`config.mk`:
```
export PLATFORM = sky130hd
export DESIGN_NAME = vga_sprite
export DESIGN_NICKNAME = d
export VERILOG_FILES = /design/src/rtl/vga_sprite.sv
export SDC_FILE = /design/constraint.sdc
export NUM_CORES = 1
export LEC_CHECK = 0
export ABC_AREA = 0
export CORE_ASPECT_RATIO = 0.8
export CORE_MARGIN = 4
export CORE_UTILIZATION = 40
export CTS_BUF_LIST = sky130_fd_sc_hd__clkbuf_8
export DETAILED_ROUTE_END_ITERATION = 6
export HOLD_SLACK_MARGIN = 0.15
export PLACE_DENSITY = 0.62
export SLEW_MARGIN = 20
export SYNTH_ARGS = -nofsm -noshare
export SYNTH_HDL_FRONTEND = slang
export SYNTH_SLANG_ARGS = --single-unit
```
`constraint.sdc`:
```
create_clock -name clk -period 3.1 [get_ports clk]
set_input_delay 0.31 -clock clk [delete_from_list [all_inputs] [get_ports clk]]
set_output_delay 0.31 -clock clk [all_outputs]
set_load 0.02 [all_outputs]
```
`src/rtl/vga_sprite.sv`:
```
// vga_sprite: rebuilds pixel position from line/frame strobes and paints a border plus a bouncing square.
module vga_sprite #(
   parameter int H_ACTIVE = 640,
   parameter int V_ACTIVE = 480,
   parameter int BOX      = 32,
   parameter int H_STEP   = 2,
   parameter int V_STEP   = 1
) (
   input  logic       clk,
   input  logic       rst,
   input  logic       hs_in,
   input  logic       vs_in,
   input  logic       freeze,
   output logic [3:0] r_out,
   output logic [3:0] g_out,
   output logic [3:0] b_out,
   output logic       hs_out,
   output logic       vs_out
);
   localparam logic [10:0] HA = 11'(H_ACTIVE);
   localparam logic [10:0] VA = 11'(V_ACTIVE);
   localparam logic [10:0] BX = 11'(BOX);
   localparam logic [10:0] HS = 11'(H_STEP);
   localparam logic [10:0] VS = 11'(V_STEP);
   localparam logic [11:0] PAL [8] = '{12'hF00, 12'h0F0, 12'h00F, 12'hFF0,
                                       12'h0FF, 12'hF0F, 12'hFFF, 12'hF80};
   logic [9:0] col, bx, nbx;
   logic [8:0] row, by, nby;
   logic dir_x, dir_y;
   logic [2:0] cidx, cidx_n;
   logic [10:0] col_w, row_w, bx_w, by_w;
   logic hit_r, hit_l, hit_d, hit_u, bnc_x, bnc_y;
   logic blank, in_spr, border;
   logic [11:0] rgb;
   // 11-bit views keep edge sums from wrapping
   always_comb begin
      col_w  = {1'b0, col};
      row_w  = {2'b0, row};
      bx_w   = {1'b0, bx};
      by_w   = {2'b0, by};
      hit_r  = !dir_x && (bx_w + BX + HS > HA);
      hit_l  = dir_x && (bx_w < HS);
      hit_d  = !dir_y && (by_w + BX + VS > VA);
      hit_u  = dir_y && (by_w < VS);
      bnc_x  = hit_r | hit_l;
      bnc_y  = hit_d | hit_u;
      nbx    = hit_r ? 10'(H_ACTIVE - BOX) : hit_l ? '0 : dir_x ? bx - 10'(H_STEP) : bx + 10'(H_STEP);
      nby    = hit_d ? 9'(V_ACTIVE - BOX) : hit_u ? '0 : dir_y ? by - 9'(V_STEP) : by + 9'(V_STEP);
      cidx_n = cidx + 3'(bnc_x) + 3'(bnc_y);
      blank  = (col_w >= HA) || (row_w >= VA);
      in_spr = (col_w >= bx_w) && (col_w < bx_w + BX) && (row_w >= by_w) && (row_w < by_w + BX);
      border = (col == '0) || (col_w == HA - 11'd1) || (row == '0) || (row_w == VA - 11'd1);
      rgb    = blank ? 12'h000 : in_spr ? PAL[cidx] : border ? 12'hFFF : 12'h000;
   end
   always_ff @(posedge clk) begin
      if (rst) begin
         col    <= '1;
         row    <= '1;
         bx     <= '0;
         by     <= '0;
         dir_x  <= 1'b0;
         dir_y  <= 1'b0;
         cidx   <= '0;
         {r_out, g_out, b_out} <= '0;
         hs_out <= 1'b0;
         vs_out <= 1'b0;
      end else begin
         col <= hs_in ? '0 : (&col) ? col : col + 10'd1;
         row <= vs_in ? '0 : (hs_in && !(&row)) ? row + 9'd1 : row;
         if (vs_in && !freeze) begin
            bx    <= nbx;
            by    <= nby;
            dir_x <= dir_x ^ bnc_x;
            dir_y <= dir_y ^ bnc_y;
            cidx  <= cidx_n;
         end
         {r_out, g_out, b_out} <= rgb;
         hs_out <= hs_in;
         vs_out <= vs_in;
      end
   end
endmodule
```
======== Word level (Yosys, flattened, before mapping) ========
Memory sizes are Yosys's and may differ from the RTL's.
Index checks and enable logic that the tools add are counted.
word-level totals
  bits in registers ....................... 57
  ROM bits ................................ 96
  input bits .............................. 5
  output and inout port bits .............. 14
  word-level logic and storage cells ...... 81
  memories kept ........................... 1
memories
  name              depth  width  rd ports  clocked after memory_dff  wr ports  RTL line  RTL
  (name not given)  8      12     1         0                         0         53        rgb = blank ? 12'h000 : in_spr ? PAL[cidx] : border ? 12'hFFF : 12'h000;
operators by class
  add/sub/neg operators ................... 12
  order comparisons ....................... 11
  eq/ne operators ......................... 3
  mux-type cells .......................... 14
  bitwise operators ....................... 5
  reduce and logical (&&, ||, !) cells .... 23
operators with widths
  cell                                                                           count
  10-bit two-way mux                                                             5
  12-bit two-way mux                                                             4
  9-bit two-way mux                                                              5
  9-bit by 1-bit adder with 9-bit output, second input constant                  2
  10-bit by 6-bit adder with 11-bit output, second input constant                1
  11-bit by 1-bit adder with 11-bit output, second input constant                1
  11-bit by 2-bit adder with 11-bit output, second input constant                1
  11-bit by 10-bit > comparator with 1-bit output, second input constant         1
  11-bit by 9-bit > comparator with 1-bit output, second input constant          1
  10-bit by 11-bit less-than comparator with 1-bit output                        1
  10-bit by 1-bit adder with 10-bit output, second input constant                1
  10-bit by 2-bit adder with 10-bit output, second input constant                1
  9-bit by 6-bit adder with 10-bit output, second input constant                 1
  10-bit equality test, second input constant                                    1
  10-bit >= comparator                                                           1
  10-bit >= comparator, second input constant                                    1
  10-bit zero test                                                               1
  10-bit by 2-bit less-than comparator with 1-bit output, second input constant  1
  9-bit by 10-bit less-than comparator with 1-bit output                         1
  10-bit AND reduction                                                           1
  10-bit by 2-bit subtractor with 10-bit output, second input constant           1
  9-bit equality test, second input constant                                     1
  9-bit >= comparator                                                            1
  9-bit >= comparator, second input constant                                     1
  15 further kinds                                                               32

======== Longest topological paths before layout ========
Gate-level depths: netlist of the first run.
  depth in word-level cells ............... 7
  gate-level depth with buffers ........... 16
  depth with buffers taken out ............ 14

======== Least setup slack after synthesis of the first run ========
OpenSTA, ideal clock, no wires.
  path kind ............................... register -> register
  start point ............................. register bx[5]
  end point ............................... register cidx[2]
  arrival ................................. 2.778 ns
  slack ................................... 0.194 ns
  cell stages (with the launch flop) ...... 16
  path buffers ............................ 2
  clock period less this slack ............ 2.906 ns
  cells stage by stage .................... dfxtp_1 > clkbuf_1 > inv_1 > ha_1 > nand4_1 > o32ai_1 > nand2b_1 > a31o_2 > buf_4 > and2_1 > fa_1 > inv_1 > ha_1 > nand2_1 > xor2_1 > nor2_1
on the way
  cells in the longest elaborated chain, start to end .. 7
  elaborated cells between the ends (all ways) .. 9
  classes of those cells .................. add/sub: 4; order compare: 2; bitwise: 1; reduce/logical: 2
ends and longest elaborated chain
  what                                                      RTL line  RTL
  start: declaration                                        27        logic [9:0] col, bx, nbx;
  start signal: assignment                                  71        bx <= nbx;
  10-bit by 6-bit adder with 11-bit output                  41        hit_r = !dir_x && (bx_w + BX + HS > HA);
  11-bit by 2-bit adder with 11-bit output                  41
  11-bit by 10-bit > comparator with 1-bit output           41
  1-bit logical AND                                         41
  1-bit OR (*)                                              45        bnc_x = hit_r | hit_l;
  3-bit by 1-bit adder with 3-bit output (*) (2 in series)  49        cidx_n = cidx + 3'(bnc_x) + 3'(bnc_y);
  end signal: assignment                                    75        cidx <= cidx_n;
  end: declaration                                          30        logic [2:0] cidx, cidx_n;
Mark *: on every way between the ends. The rest lies on a longest branch, timed or not.
A chain may end at the register's enable or synchronous reset.

======== Final worst setup path of the first run ========
  start point ............................. register by[5]
  end point ............................... register b_out[2]
on the way
  cells in the longest elaborated chain, start to end .. 4
  elaborated cells between the ends (all ways) .. 6
  classes of those cells .................. add/sub: 1; order compare: 2; mux: 1; reduce/logical: 2
ends and longest elaborated chain
  what                                                                                         RTL line  RTL
  start: declaration                                                                           28        logic [8:0] row, by, nby;
  start signal: assignment                                                                     72        by <= nby;
  9-bit by 6-bit adder with 10-bit output or 9-bit >= comparator (tied branches)               51        in_spr = (col_w >= bx_w) && (col_w < bx_w + BX) && (row_w >= by_w) && (row_w < by_w + BX);
  9-bit by 10-bit less-than comparator with 1-bit output or 1-bit logical AND (tied branches)  51
  1-bit logical AND (*)                                                                        51
  12-bit two-way mux (*)                                                                       53
  end signal: assignment                                                                       77        {r_out, g_out, b_out} <= rgb;
  end: declaration                                                                             16        output logic [3:0] b_out,
Marked as above.

==> impl_metrics.ini, run 1 <==
[floorplan]
core_um2 = 9193
die-area_um2 = 11230
start_util_pct = 41.73
die_w_um = 117.5
num_rows = 31
ios = 19
die_h_um = 95.59

[clocking]
cts_tree = built
cts_setup_buffers = 0
clk_pin_slew_ns = 0.10
cts.path.max_buffers = 2
cts_made_buffers = 5
cts-root-buf = clkbuf_8
cts_hold_buf = 0
cts_max_level = 2
clock_latency_ns = 0.31
clock_sinks = 48
cts_resized = 0

[power_and_ir_drop]
powerDensity_nw_per_um2 = 320.3
leakage_nw = 1.506
ir_drop_v = 0.0001714

[critical_path]
worst_ep_arrival_time_ns = 3.12
crit_path_end = b_out[2]$_SDFF_PP0_
reg2reg_slack_ns = 0.20
cp-start-kind = register
reg2reg_from = by[5]$_SDFFE_PP0P_
crit_start = by[5]$_SDFFE_PP0P_
reg2reg_to = b_out[2]$_SDFF_PP0_
critPathMaxFanout = 8
end_kind = register
crit_type = reg -> reg
required_ns = 3.32
r2r_cells = 10

[yosys]
synth_flop_cell = dfxtp_1
yosysSeqAreaShare_pct = 25.05
synth-async-reset-ratio_pct = 0
synthesis.nets = 541
ys_ff_latch = 48
yosys-top-cells-area = dfxtp_1 25%, ha_1 15%, nand3_1 4.4%, o21ai_0 4.4%, a21oi_1 4.0%
synth_top_area_share_pct = 25.05
avgSynthCellArea_um2 = 7.845
synth.distinct_cells = 59
synth_edf_count = 0
synthesis.area_um2 = 3836
yosys_warnings = 0
syn_inst = 489
synth_top_cell_by_area = dfxtp_1

[sta]
setup_tns_ns = 0
finalClockSkew_ns = 0.009574
worst_pin_slew_ns = 0.7911
relSlewSlack_pct = 46.78
min_period_over_period_pct = 93.62
fin_crit_ns = 2.902
slew_violations = 0
grt_setup_unrepaired = no
finalHoldViolCount = 0
clock.fmax_mhz = 344.6
finalSetupViolations = 0

[routing]
ant_nets = 0
drc = 0
drt-initial-drc-count = 261
first_pass_iters = 4
viasPerCell = 5.659
vias = 3452
wl_mm = 9.169
wl_per_cell_um = 15.03

[finish]
n_fill_cell = 940
diodes = 0
num-nets-final = 546
final_common_cell = dfxtp_1
layout_common_cells = 48 x dfxtp_1, 46 x ha_1, 39 x nand2_1, 35 x inv_1
utilization_pct = 45.49
area_growth_pct = 9.002
drive_above_1_share_pct = 6.667

[global_routing]
grt_pass1_wl_mm = 15.24
antenna_found_initial = 0
grt-ovfl-total = 0
grt_pass1_vias = 3161
grt_max_degree = 24
grt_usage_pct = 16.40

[place]
finalWeightedCongestion = 0.9110
hpwl_mm = 6.841
port-buffer-count = 18

[hold_path]
min_path_type = reg -> reg

[status]
outcome = finished, final reports clean

[job]
cap_violations = 0
[report_power, final]
part           total [mW]  leakage, nW  internal (mW)  switching [mW]
logic               0.230         1.06          0.105           0.125
clock network       0.410       0.0510          0.179           0.231
registers           0.699        0.395          0.645          0.0539
total                1.34         1.51          0.929           0.410
[layer usage]
metal,track usage [%],share of wire (%)
met1,23.01,53
met3,3.144,4.7
met4,4.098,1.1
met5,0,0
met2,26.06,41
[stage by stage]
stage	power [mW]	hold WS (ns)	cell area [um^2]	setup slack (ns)	cells
floorplan	0.8729	0.4750	3836	0.1943	489
global placement	0.9336	0.4984	4088	0.4098	602
detailed placement	0.9421	0.5176	4088	0.3038	602
CTS	1.352	0.5311	4180	0.2578	610
global route	1.416	0.5561	4182	0.01623	610
finish	1.339	0.5256	4182	0.1978	610
[synthesized netlist by cell type, types with 11 or more instances]
cell type  instances
dfxtp_1           48
ha_1              46
nand2_1           39
inv_1             35
nand3_1           34
o21ai_0           34
a21oi_1           31
nor2_1            25
clkbuf_1          18
nand4_1           16
nor3_1            16
xor2_1            13
a31oi_1           11
xnor2_1           11
[sequential cells by signal, indices dropped and copies added, names as in the netlist]
signal,count
row,9
hs_out,1
b_out,1
col,10
dir_y,1
dir_x,1
g_out,2
bx,9
r_out,1
vs_out,1
by,9
cidx,3
[critical path, stage by stage, from the launching register on]
cell	delay, ns
dfxtp_1	0.33
buf_4	0.16
ha_1	0.27
xnor2_1	0.24
ha_1	0.29
a2111oi_0	0.38
a21oi_1	0.14
a2111oi_1	0.45
buf_4	0.20
nand2_1	0.10
o31ai_1	0.27
[area by class of cell]
type	count	area, um^2	share of cell area, %
Multi-Input combinational cell	372	2567	61.40
Clock inverter	2	10.01	0.2394
Clock buffer	6	82.58	1.975
Inverter	35	131.4	3.142
Sequential cell	48	960.9	22.98
Tap cell	115	143.9	3.441
Timing Repair Buffer	32	285.3	6.822
[cells by family (layout without fill, tap and decap cells)]
group | Yosys count | after routing | synth area share [%]
AO/OA/AOI/OAI | 127 | 127 | 21.82
XOR/XNOR | 24 | 24 | 5.479
adder cells (fa/ha/maj) | 47 | 47 | 15.53
buffers and inverters | 69 | 75 | 8.056
flip-flops | 48 | 48 | 25.05
multiplexers | 4 | 4 | 1.076
AND/OR/NAND/NOR | 170 | 170 | 22.99
[worst min-delay path by stage]
stage | start | to | slack (ns) | cells after the start
6_report | cidx[1]$_SDFFE_PP0P_ | cidx[1]$_SDFFE_PP0P_ | 0.53 | 2
5_1_grt | cidx[1]$_SDFFE_PP0P_ | cidx[1]$_SDFFE_PP0P_ | 0.56 | 2
4_1_cts | cidx[1]$_SDFFE_PP0P_ | cidx[1]$_SDFFE_PP0P_ | 0.53 | 2
3_5_place_dp | cidx[1]$_SDFFE_PP0P_ | cidx[1]$_SDFFE_PP0P_ | 0.52 | 2
3_3_place_gp | cidx[1]$_SDFFE_PP0P_ | cidx[1]$_SDFFE_PP0P_ | 0.50 | 2
2_1_floorplan | cidx[1]$_SDFFE_PP0P_ | cidx[1]$_SDFFE_PP0P_ | 0.48 | 2
Power figures use the tool's default switching activity.
==> inputs of run 2 (changes only) <==
--- a/config.mk
+++ b/config.mk
@@ -11,8 +11,9 @@
 export CORE_UTILIZATION = 40
 export CTS_BUF_LIST = sky130_fd_sc_hd__clkbuf_8
 export DETAILED_ROUTE_END_ITERATION = 6
+export DONT_BUFFER_PORTS = 1
 export HOLD_SLACK_MARGIN = 0.15
-export PLACE_DENSITY = 0.62
+export PLACE_DENSITY = 0.59
 export SLEW_MARGIN = 20
 export SYNTH_ARGS = -nofsm -noshare
 export SYNTH_HDL_FRONTEND = slang
==> run 2 against run 1 <==
Against the previous run: clock power increased by 18%; global-route usage decreased by 0.11 points; sequential cell count unchanged; via count decreased by 1.1%; count of clock-buffer cells in the layout unchanged; sequential power about the same; power increased by 4.8%; largest cell class unchanged.
==> impl_metrics.ini, run 2 (same netlist as run 1, synthesis figures left out) <==
[status]
outcome = finished, final reports clean

[critical_path]
cp-start-kind = register
reg2reg_from = by[6]$_SDFFE_PP0P_
worst_ep_arrival_time_ns = 3.05
required_ns = 3.28
reg2reg_to = cidx[2]$_SDFFE_PP0P_
crit_type = reg -> reg
reg2reg_slack_ns = 0.23
critPathMaxFanout = 10
end_kind = register
r2r_cells = 12

[global_routing]
grt_usage_pct = 16.29
grt_max_degree = 25
antenna_found_initial = 0
grt_pass1_wl_mm = 15.08
grt-ovfl-total = 0
grt_pass1_vias = 3028

[hold_path]
worstHoldPathCells = 2
worstHoldEndpoint = col[6]$_SDFFE_PP1P_
holdCritStartpoint = hs_in
min_path_type = in -> reg

[power_and_ir_drop]
leakage_nw = 1.469
swShare_pct = 28.26
power_frac_seq_pct = 50.0
ir_drop_v = 0.0002346
internal_power_mw = 1.007
powerDensity_nw_per_um2 = 345.5
switchingPower_uw = 396.6
pwr-share-comb_pct = 15.4
clkPwrFrac_pct = 34.6
finalPower_mw = 1.404

[clocking]
clock_sinks = 48
cts_setup_buffers = 0
cts_max_level = 2
cts.path.max_buffers = 2
clk_pin_slew_ns = 0.09
cts_made_buffers = 5
clock_latency_ns = 0.30
cts_tree = built
cts-root-buf = clkbuf_8

[routing]
wl_mm = 9.120
drc = 0
viasPerCell = 5.739
ant_nets = 0
drt-initial-drc-count = 385
wl_per_cell_um = 15.33
vias = 3415
first_pass_iters = 5

[sta]
min_period_over_period_pct = 92.52
finalSetupViolations = 0
fin_crit_ns = 2.868
finalHoldViolCount = 0
clock.fmax_mhz = 348.7
setup_tns_ns = 0
slew_violations = 0
grt_setup_unrepaired = no
hold_ws_ns = 0.1728
relSlewSlack_pct = 48.54
worst_pin_slew_ns = 0.7709
finalClockSkew_ns = 0.007152

[finish]
final_common_cell = dfxtp_1
largest_reg_flops = 10
layout_common_cells = 47 x dfxtp_1, 46 x ha_1, 39 x nand2_1, 35 x inv_1
multi_input_area_um2 = 2574
utilization_pct = 44.19
drive_above_1_share_pct = 7.292
ff_latch_area_um2 = 962.2
area_growth_pct = 5.904
diodes = 0
top_register = col
num-nets-final = 531
n_fill_cell = 923

[place]
hpwl_mm = 6.743
port-buffer-count = 0
finalWeightedCongestion = 0.9170

[floorplan]
start_util_pct = 41.73
die_h_um = 95.59
core_um2 = 9193
die_w_um = 117.5
ios = 19
num_rows = 31
die-area_um2 = 11230

[job]
cap_violations = 0
-- run 2: metal layers --
metal / wire length (um) / up-vias / track usage [%] / part of all wire (%)
li1: - / 1753 / - / -
met1: 4960 / 1573 / 24.70 / 54
met2: 3642 / 82 / 23.56 / 40
met3: 440 / 7 / 2.966 / 4.8
met4: 76 / 0 / 4.000 / 0.83
met5: 0 / - / 0 / 0
-- run 2: power by group through the flow --
stage | Combinational (mW) | Clock (mW) | Sequential, mW
2_1_floorplan | 0.176 | 0 | 0.697
3_5_place_dp | 0.204 | 0 | 0.716
3_3_place_gp | 0.197 | 0 | 0.716
4_1_cts | 0.218 | 0.505 | 0.702
6_report | 0.216 | 0.485 | 0.702
5_1_grt | 0.252 | 0.524 | 0.709
-- run 2: what timing repair did --
item	4_1_cts	5_1_grt
endpoints found under the setup margin	0	5
gates resized for setup	0	3
endpoints found under the hold margin	41	0
hold buffers	3	0
-- run 2: critical path: stages, from the launching register on --
cell and delay [ns]:
dfxtp_2 0.38, inv_1 0.10, ha_1 0.34, inv_1 0.07
or4_4 0.53, a2111oi_4 0.38, nor3_4 0.14, fa_1 0.37
inv_1 0.06, ha_1 0.13, nand2_1 0.06, xor2_1 0.13
nor2_1 0.05
-- run 2: stage by stage --
stage	cell area [um^2]	instances	worst slack, ns
finish	4063	595	0.2318
global route	4063	595	0.02026
CTS	4059	595	0.1361
detailed placement	3908	584	0.2114
global placement	3908	584	0.3038
floorplan	3836	489	0.1943
-- run 2: worst max path at each step --
stage                           end  cells past startpoint  slack, ns               start
6_report       cidx[2]$_SDFFE_PP0P_                     12       0.23  by[6]$_SDFFE_PP0P_
5_1_grt         g_out[2]$_SDFF_PP0_                     10       0.02  by[5]$_SDFFE_PP0P_
4_1_cts        cidx[2]$_SDFFE_PP0P_                     12       0.14  by[6]$_SDFFE_PP0P_
3_5_place_dp   cidx[2]$_SDFFE_PP0P_                     12       0.21  by[6]$_SDFFE_PP0P_
3_3_place_gp   cidx[2]$_SDFFE_PP0P_                     12       0.30  by[6]$_SDFFE_PP0P_
2_1_floorplan  cidx[2]$_SDFFE_PP0P_                     15       0.19  bx[5]$_SDFFE_PP0P_
-- run 2: cell type report --
class,instances,share of cell area [%]
timing repair buffer,17,3.203
inverter,35,3.234
clock buffer,6,2.033
sequential,48,23.68
tap,115,3.542
clock inverter,2,0.9547
multi-input combinational,372,63.35
